--- src/rtl/sevenseg_pkg.sv ---
// Shared types and hex segment patterns for the multiplexed display driver.
// Patterns are active-high {g,f,e,d,c,b,a}.
package sevenseg_pkg;

  typedef logic [6:0] seg_t;

  localparam seg_t SEG_BLANK = 7'h00;

  // dp position when seg and dp are packed into one byte
  localparam int SEG_DP_BIT = 7;

  localparam logic [15:0][6:0] HEX_PAT = {
    7'h71, 7'h79, 7'h5E, 7'h39,
    7'h7C, 7'h77, 7'h6F, 7'h7F,
    7'h07, 7'h7D, 7'h6D, 7'h66,
    7'h4F, 7'h5B, 7'h06, 7'h3F
  };

  function automatic seg_t hex_decode(input logic [3:0] nib);
    return seg_t'(HEX_PAT[nib]);
  endfunction

endpackage

--- src/rtl/sevenseg_scan_timer.sv ---
// Refresh prescaler and digit index for the display scan.
// slot_end marks the last cycle of each digit slot.
import sevenseg_pkg::*;

module sevenseg_scan_timer #(
  parameter int NUM_DIGITS   = 8,
  parameter int REFRESH_DIV  = 100000,
  parameter int BLANK_CYCLES = 4,
  localparam int IW = (NUM_DIGITS > 1) ? $clog2(NUM_DIGITS) : 1,
  localparam int PW = $clog2(REFRESH_DIV)
) (
  input  logic          clk,
  input  logic          rst,
  output logic [IW-1:0] idx,
  output logic          pcnt_blank,
  output logic          slot_end
);

  localparam logic [PW-1:0] LAST_P = PW'(REFRESH_DIV - 1);
  localparam logic [IW-1:0] LAST_I = IW'(NUM_DIGITS - 1);

  logic [PW-1:0] pcnt;

  assign slot_end   = (pcnt == LAST_P);
  assign pcnt_blank = ({1'b0, pcnt} < (PW+1)'(BLANK_CYCLES));

  always_ff @(posedge clk or posedge rst) begin
    if (rst) begin
      pcnt <= '0;
      idx  <= '0;
    end else if (slot_end) begin
      pcnt <= '0;
      idx  <= (idx == LAST_I) ? '0 : idx + 1'b1;
    end else begin
      pcnt <= pcnt + 1'b1;
    end
  end

endmodule

--- src/rtl/sevenseg_mux_driver.sv ---
// Multiplexed N-digit seven-segment driver with shadow data,
// leading-zero suppression and anti-ghosting anode blanking.
import sevenseg_pkg::*;

module sevenseg_mux_driver #(
  parameter int NUM_DIGITS   = 8,
  parameter int REFRESH_DIV  = 100000,
  parameter int BLANK_CYCLES = 4,
  parameter int ACTIVE_LOW   = 1,
  localparam int IW = (NUM_DIGITS > 1) ? $clog2(NUM_DIGITS) : 1
) (
  input  logic                    clk,
  input  logic                    rst,
  input  logic [4*NUM_DIGITS-1:0] data,
  input  logic [NUM_DIGITS-1:0]   dp,
  input  logic                    load,
  input  logic                    lz_sup,
  output logic [6:0]              seg,
  output logic                    dp_out,
  output logic [NUM_DIGITS-1:0]   an,
  output logic                    frame_done
);

  localparam logic INV = (ACTIVE_LOW != 0);
  localparam logic [IW-1:0] LAST_I = IW'(NUM_DIGITS - 1);

  logic [4*NUM_DIGITS-1:0] sh_data;
  logic [NUM_DIGITS-1:0]   sh_dp;
  logic [IW-1:0]           idx;
  logic                    pcnt_blank;
  logic                    slot_end;

  logic [NUM_DIGITS-1:0] supp;
  logic [3:0]            nib;
  seg_t                  pat;
  logic [NUM_DIGITS-1:0] an_act;
  logic                  run;

  sevenseg_scan_timer #(
    .NUM_DIGITS  (NUM_DIGITS),
    .REFRESH_DIV (REFRESH_DIV),
    .BLANK_CYCLES(BLANK_CYCLES)
  ) u_timer (
    .clk       (clk),
    .rst       (rst),
    .idx       (idx),
    .pcnt_blank(pcnt_blank),
    .slot_end  (slot_end)
  );

  always_ff @(posedge clk or posedge rst) begin
    if (rst) begin
      sh_data <= '0;
      sh_dp   <= '0;
    end else if (load) begin
      sh_data <= data;
      sh_dp   <= dp;
    end
  end

  // run stays high while this digit and all above it are zero
  always_comb begin
    run  = 1'b1;
    supp = '0;
    for (int k = NUM_DIGITS - 1; k >= 0; k--) begin
      run     = run & (sh_data[4*k +: 4] == 4'h0);
      supp[k] = lz_sup & run & (k != 0);
    end
  end

  always_comb begin
    nib    = sh_data[4*int'(idx) +: 4];
    pat    = supp[idx] ? SEG_BLANK : hex_decode(nib);
    an_act = pcnt_blank ? '0 : (NUM_DIGITS'(1) << idx);
  end

  always_ff @(posedge clk or posedge rst) begin
    if (rst) begin
      seg        <= {7{INV}};
      dp_out     <= INV;
      an         <= {NUM_DIGITS{INV}};
      frame_done <= 1'b0;
    end else begin
      seg        <= pat ^ {7{INV}};
      dp_out     <= sh_dp[idx] ^ INV;
      an         <= an_act ^ {NUM_DIGITS{INV}};
      frame_done <= slot_end && (idx == LAST_I);
    end
  end

endmodule

--- config.mk ---
export PLATFORM = sky130hd
export DESIGN_NAME = sevenseg_mux_driver
export DESIGN_NICKNAME = d
export VERILOG_FILES = /design/src/rtl/sevenseg_pkg.sv /design/src/rtl/sevenseg_scan_timer.sv /design/src/rtl/sevenseg_mux_driver.sv
export SDC_FILE = /design/constraint.sdc
export NUM_CORES = 1
export LEC_CHECK = 0
export CORE_UTILIZATION = 35
export CTS_CLUSTER_DIAMETER = 80
export DETAILED_ROUTE_END_ITERATION = 12
export MAX_ROUTING_LAYER = met4
export PLACE_DENSITY = 0.64
export SYNTH_ARGS = -nofsm -noshare
export SYNTH_HDL_FRONTEND = slang
export SYNTH_SLANG_ARGS = --single-unit
export TNS_END_PERCENT = 20
--- constraint.sdc ---
create_clock -name clk -period 5.8 [get_ports clk]
set_clock_uncertainty 0.05 [all_clocks]
set_input_delay 0.58 -clock clk [delete_from_list [all_inputs] [get_ports clk]]
set_output_delay 0.58 -clock clk [all_outputs]
set_load 0.1 [all_outputs]
=== Word-level counts from Yosys, hierarchy flattened ===
Memory sizes are Yosys's and may differ from the RTL's.
Cells that the tools add are included.

* Shift operators: 2
* $lt $le $gt $ge: 3
* Add/sub/neg operators: 2
* Equality and inequality tests: 2
* Multiplexer cells: 9
* Reduce and logical (&&, ||, !) cells: 8
* Bitwise gates (word level): 16

{| class="wikitable"
|+ Operators with widths
! cell !! number
|-
| $shiftx 32x6->4 || 1
|-
| $logic_not 4->1 || 7
|-
| $add 17x1->17 const B || 1
|-
| $eq 17x17->1 const B || 1
|-
| $lt 17x3->1 const B || 1
|-
| $mux 17 || 1
|-
| $mux 7 || 2
|-
| $and 1x1->1 || 13
|-
| $mux 8 || 1
|-
| $not 8->8 || 1
|-
| $shl 1x3->8 const A || 1
|-
| $not 7->7 || 1
|-
| $bmux 1 s3 || 2
|-
| $lt 4x5->1 const B || 1
|-
| $lt 3x4->1 const B || 1
|-
| $add 3x1->3 const B || 1
|-
| $eq 3x3->1 const B || 1
|-
| $mux 3 || 1
|-
| $mux 1 || 2
|-
| $logic_and 1x1->1 || 1
|-
| $not 1->1 || 1
|}

* Memories kept: 1
* Register bits after elaboration: 77
* Logic and storage cells: 51
* Output and inout port bits: 17
* Input port bits: 44
* Memory bits (read-only): 112

{| class="wikitable"
|+ Memories
! memory !! words !! width !! read ports !! clocked after Yosys merged registers in !! wr ports !! RTL line !! source
|-
| (name not given) || 16 || 7 || 1 || 0 || 0 || sevenseg_pkg.sv:20 || <nowiki>return seg_t'(HEX_PAT[nib]);</nowiki>
|}

=== Longest topological paths before layout ===
* Word-level depth: 12
* Mapped depth: 9

=== By module ===
A second synthesis with hierarchy kept.

* Cell total of the unflattened synthesis: 282
* Area total of the unflattened synthesis: 3682.3 µm²

{| class="wikitable"
|+ Modules (own cells, without submodules)
! module !! times used !! cells an instance !! area each (µm²) !! seq. area each (µm²)
|-
| sevenseg_mux_driver || 1 || 192 || 2693.8 || 1446.4
|-
| sevenseg_scan_timer || 1 || 90 || 988.4 || 500.5
|}

=== Worst setup path after synthesis ===
OpenSTA, ideal clock, no wires.

* Path type: reg-to-reg
* From: register u_timer.idx[1]
* To: register seg[4]
* Slack: 3.597 ns
* Cell stages (with the launch flop): 9
* Clock period less this slack: 2.203 ns
* Buffers on the path: 1
* Setup time: 0.104 ns
* Data arrival time: 2.050 ns
* Path through: dfrtp_1 -> buf_6 -> mux4_2 -> mux2i_4 -> inv_2 -> ha_1 -> mux2_2 -> nand2_1 -> o211ai_1

* Word-level cells in the longest chain between the ends: 5
* Elaborated cells on any way between the ends: 7
* Classes of those cells: shift (1); mux (4); bitwise (1); memory (1)

{| class="wikitable"
|+ Ends and longest elaborated chain
! element !! RTL line !! source
|-
| start: declaration || sevenseg_scan_timer.sv:14 || <nowiki>output logic [IW-1:0] idx,</nowiki>
|-
| start signal: assignment || sevenseg_scan_timer.sv:33 || <nowiki>idx <= (idx == LAST_I) ? '0 : idx + 1'b1;</nowiki>
|-
| $shiftx 32x6->4 || sevenseg_mux_driver.sv:72 || <nowiki>nib = sh_data[4*int'(idx) +: 4];</nowiki>
|-
| $mem_v2 16x7 || n/a ||
|-
| $mux 7 (implied by the code) || sevenseg_pkg.sv:20 ||
|-
| $mux 7 * || sevenseg_mux_driver.sv:73 || <nowiki>pat = supp[idx] ? SEG_BLANK : hex_decode(nib);</nowiki>
|-
| $not 7->7 (no line) * || n/a ||
|-
| end signal: assignment || sevenseg_mux_driver.sv:79 || <nowiki>seg <= {7{INV}};</nowiki>
|-
| end signal: assignment || sevenseg_mux_driver.sv:84 || <nowiki>seg <= pat ^ {7{INV}};</nowiki>
|-
| end: declaration || sevenseg_mux_driver.sv:18 || <nowiki>output logic [6:0] seg,</nowiki>
|}

Every way passes the cells marked *; elsewhere a longest branch is shown, timed or not. The select of a mux whose other input is x is not followed.
A chain may end at the register's enable or synchronous reset.

=== Final worst setup path ===
* From: register u_timer.idx[1]
* To: register seg[0]

The elaborated chain is that of the path after synthesis.

==> summary.md <==
In the routed design, unresolved DRC markers number 0. When the netlist entered floorplanning its net count stood at 335. The tools report the number of nets at the end of the flow as 398. The tools report the master cell of the clock root buffer as sky130_fd_sc_hd__clkbuf_8.

Counting flops with a built-in enable in the synthesized netlist gives 0. The worst-margin pin slew was 0.989 ns. The synthesis-to-layout area growth was 25.2%.

The parity-gate share of the synthesized area counting xor and xnor cells came out at 3.36%. The tools report the internal power contribution as 0.000882 W. The logs give 0.837 for the placer's final routability congestion estimate and 0.36 ns for the clock latency on the worst-skew pair. For this block, the via count after detailed routing is 2,417. For this run, the register share of the synthesized area comes to 53.4%. The H-tree generated during clock tree synthesis spans 3 levels. Final period utilization: 46.7%. The overall fraction of global-route tracks in use came out at 15.5%. The fraction of the mapped netlist area in simple logic gates was 10.7%.

The tools report the number of placement rows as 36. In this run the power density over the cells is 269 nW/um2. In this run, distinct cell masters in the synthesized netlist total 40.

The first global-routing pass estimated 12.6 mm of wire. The port buffer count was 60. The worst path meets setup with 3.09 ns of slack. The logs give 7.36 mm for the final wirelength and 49.4% for the fraction of power consumed by sequential logic. Setup repair after global routing left no endpoint under its margin. From left edge to right edge, the die measures 104 um.

The tools report the endpoint of the worst register-to-register path as seg[0]. The critical path starts at u_timer.idx[1]. The initial antenna violation count came out at 0.

Counting both buffers and inverters, the worst setup path holds a total of 0. For this run, asynchronously set or reset flops after synthesis account for 100%. In the routed layout, each cell is associated on average with a via count of 5.05. The clock passes through at most 2 buffers. In the final layout, the share of cells above drive strength 1 is 25.4%. In this run the worst path has a maximum fanout of 15. The worst register-to-register path begins at u_timer.idx[1].

In this run the worst hold path is classified as reg -> reg. For the worst setup path, the data arrival time is 2.91 ns. The clock share of power was 32.9%. The mean instance size in the synthesized netlist is 13.1 um2, and the max-capacitance violation count is 0. The adder-cell share of the synthesized area is 4.46%, and the clock-pin slew of the registers on the worst-case setup and hold paths is 0.08 ns. For this block, the initial DRC count from the detailed router was 106. The final sum of negative setup slack was 0 ns. The tools report the TritonCTS buffer count as 9. After synthesis the cells add up to 3650 um2.

The run finished with clean final reports. The run gives 2,540 as the via count of the first global-routing pass. The worst setup path is captured at a flip-flop. For this design, the CTS-stage hold fixing added 0 buffers. The number of pins with negative max-slew slack in the final report was 0. The type of the worst setup path was reg -> reg. The run gives 0.000108 V as the worst-case vdd ir drop.

The tools report the type of element launching the critical path as a flip-flop. From bottom edge to top edge, the die measures 104 um. The worst stage delay on the critical path works out to 0.73 ns. The worst relative slew slack was 33.8%; the pin count of the biggest net entering global routing was 50. The placeable core region was 9950 um2; the first-pass detailed-route iteration total was 4. The starting density of the core was 36.6%. Highest-delay cell along the critical path: sky130_fd_sc_hd__dfrtp_1. In this run the power spent charging and discharging nets is 0.000344 W. Once the clock tree was built, the resizer swapped 0 gates to a different size. TritonCTS built the clock tree. Hold violation total from the final report: 0. The total grt overflow is 0, and the worst reg2reg path depth is 5. The post-CTS setup buffer count was 0; the fmax was 369 MHz. The tools report the total of warnings raised by yosys as 0. In this run the cell area measured after placement is 4370 um2. The critical path runs through a total of 5 cells.

The leakage power of the design was 1.85 nW. After synthesis, the largest family of logic cells by area is multiplexers. The synthesized design contains 77 register bits. Measured against the total synthesized area, the mux share comes to 22.7%. The tools report the setup slack on the worst flop-to-flop path as 3.09 ns. The count of nets left with antenna violations once routing finished came out at 0. The final instance area was 4560 um2. The kind of cell with the highest combined delay along the critical path is multiplexers. The wire length per cell came out at 15.4 um.

Number of diodes added for antenna fixing: 0. Before CTS, the worst setup slack after placement is 3.15 ns. The fraction of power spent switching nets was 28.1%; the synthesized-area fraction occupied by ao, oa, aoi and oai cells was 3.12%. The most used flip-flop cell after synthesis is sky130_fd_sc_hd__dfrtp_1. The clock net in this run drives a total of 77 sinks.

The critical path goes through mux4_1 -> mux2i_1 -> or2b_1 -> o22ai_1 -> o21ai_1. During I/O placement, the number of pins put on the boundary was 61. The worst path needs 2.71 ns of the cycle, external delays included. Combinational cells account for 17.7% of the total power.

The wire-length estimate of the detail-placed layout is 5.40 mm. The total of endpoints with negative setup slack in the final report was 0. At the worst endpoint, the required time is 6.01 ns. Die area: 10,800 um2. The endpoint of the worst setup timing path was seg[0].

Synthesis handed over a netlist of 278 instances.
==> layout make-up <==
class                      instances  area (um2)
fill                             910        5390
sequential                        77        1950
multi-input combinational        183        1620
timing repair buffer              62         611
tap                              133         166
clock buffer                      12         145
clock inverter                     4        47.5
inverter                           8        30.0
==> flip-flops by register name, summed over array words and instances, names as in the netlist <==
register,cells
sh_data,32
u_timer.pcnt,17
an,8
sh_dp,8
seg,7
u_timer.idx,3
dp_out,1
frame_done,1
==> worst min path at each step <==
stage / startpoint / to / slack (ns) / depth (start not counted)
after global routing: u_timer.pcnt[11] / u_timer.pcnt[11] / 0.46 / 1
after global placement: u_timer.pcnt[0] / u_timer.pcnt[0] / 0.44 / 1
after CTS: u_timer.pcnt[0] / u_timer.pcnt[0] / 0.45 / 1
after detailed placement: u_timer.pcnt[11] / u_timer.pcnt[11] / 0.44 / 1
final: u_timer.pcnt[11] / u_timer.pcnt[11] / 0.45 / 1
after floorplan: u_timer.pcnt[0] / u_timer.pcnt[0] / 0.40 / 1
==> cell usage after synthesis, drive strengths merged (8+ instances only) <==
master	n	share of area, %
buf	8	1.2
dfrtp	61	42
dfstp	16	12
ha	13	4.5
inv	8	0.82
mux2	42	13
mux2i	9	3.2
mux4	10	6.6
nand2	25	2.6
nor2	11	1.1
nor4	11	1.9
==> stage by stage <==
stage / hold slack (ns) / power, W / util, % / cells
after floorplan: 0.405 / 0.000764 / - / 278
after global placement: 0.436 / 0.000831 / 43.9 / 463
after detailed placement: 0.441 / 0.000836 / 43.9 / 463
after CTS: 0.452 / 0.00124 / 45.8 / 479
after global routing: 0.460 / 0.00128 / 45.8 / 479
final: 0.447 / 0.00123 / 45.8 / 479
==> cells by family after synthesis <==
| kind of cell | count (synthesis) |
|---|---|
| XOR/XNOR | 14 |
| buffers and inverters | 18 |
| AND/OR/NAND/NOR | 77 |
| adder cells (fa/ha/maj) | 13 |
| flip-flops | 77 |
| multiplexers | 61 |
| AO/OA/AOI/OAI | 18 |
==> cells in the final DEF, fill, tap and decap left out, types with 3 or more instances in the layout <==
cell type / Yosys / layout
sky130_fd_sc_hd__dfrtp_1: 61 / 61
sky130_fd_sc_hd__clkdlybuf4s50_1: 0 / 59
sky130_fd_sc_hd__mux2_2: 42 / 42
sky130_fd_sc_hd__nand2_1: 25 / 25
sky130_fd_sc_hd__dfstp_2: 16 / 16
sky130_fd_sc_hd__ha_1: 13 / 13
sky130_fd_sc_hd__nor4_1: 11 / 11
sky130_fd_sc_hd__nor2_1: 11 / 11
sky130_fd_sc_hd__clkbuf_8: 0 / 10
sky130_fd_sc_hd__nand3_1: 7 / 7
sky130_fd_sc_hd__xor2_1: 7 / 7
sky130_fd_sc_hd__xnor2_1: 7 / 7
sky130_fd_sc_hd__mux2i_1: 7 / 7
sky130_fd_sc_hd__nand4_1: 6 / 6
sky130_fd_sc_hd__o21ai_0: 6 / 6
sky130_fd_sc_hd__mux4_2: 6 / 6
sky130_fd_sc_hd__inv_1: 6 / 5
sky130_fd_sc_hd__mux4_1: 4 / 4
sky130_fd_sc_hd__inv_2: 2 / 3
sky130_fd_sc_hd__nor3_1: 3 / 3
sky130_fd_sc_hd__and2_1: 3 / 3
sky130_fd_sc_hd__o211ai_1: 3 / 3
==> layer usage <==
metal	track usage, %	part of all wire (%)
met4	7.35	2.2
met5	-	0
met3	3.88	4.7
met2	23.5	46
met1	19.5	47
==> power groups by stage <==
stage / logic, W / registers, W / clock network (W)
2_1_floorplan: 0.0000856 / 0.000678 / 0
3_3_place_gp: 0.000216 / 0.000616 / 0
3_5_place_dp: 0.000219 / 0.000617 / 0
6_report: 0.000218 / 0.000606 / 0.000403
4_1_cts: 0.000220 / 0.000606 / 0.000413
5_1_grt: 0.000231 / 0.000612 / 0.000436
No activity file was read; power rests on OpenSTA's default activity.
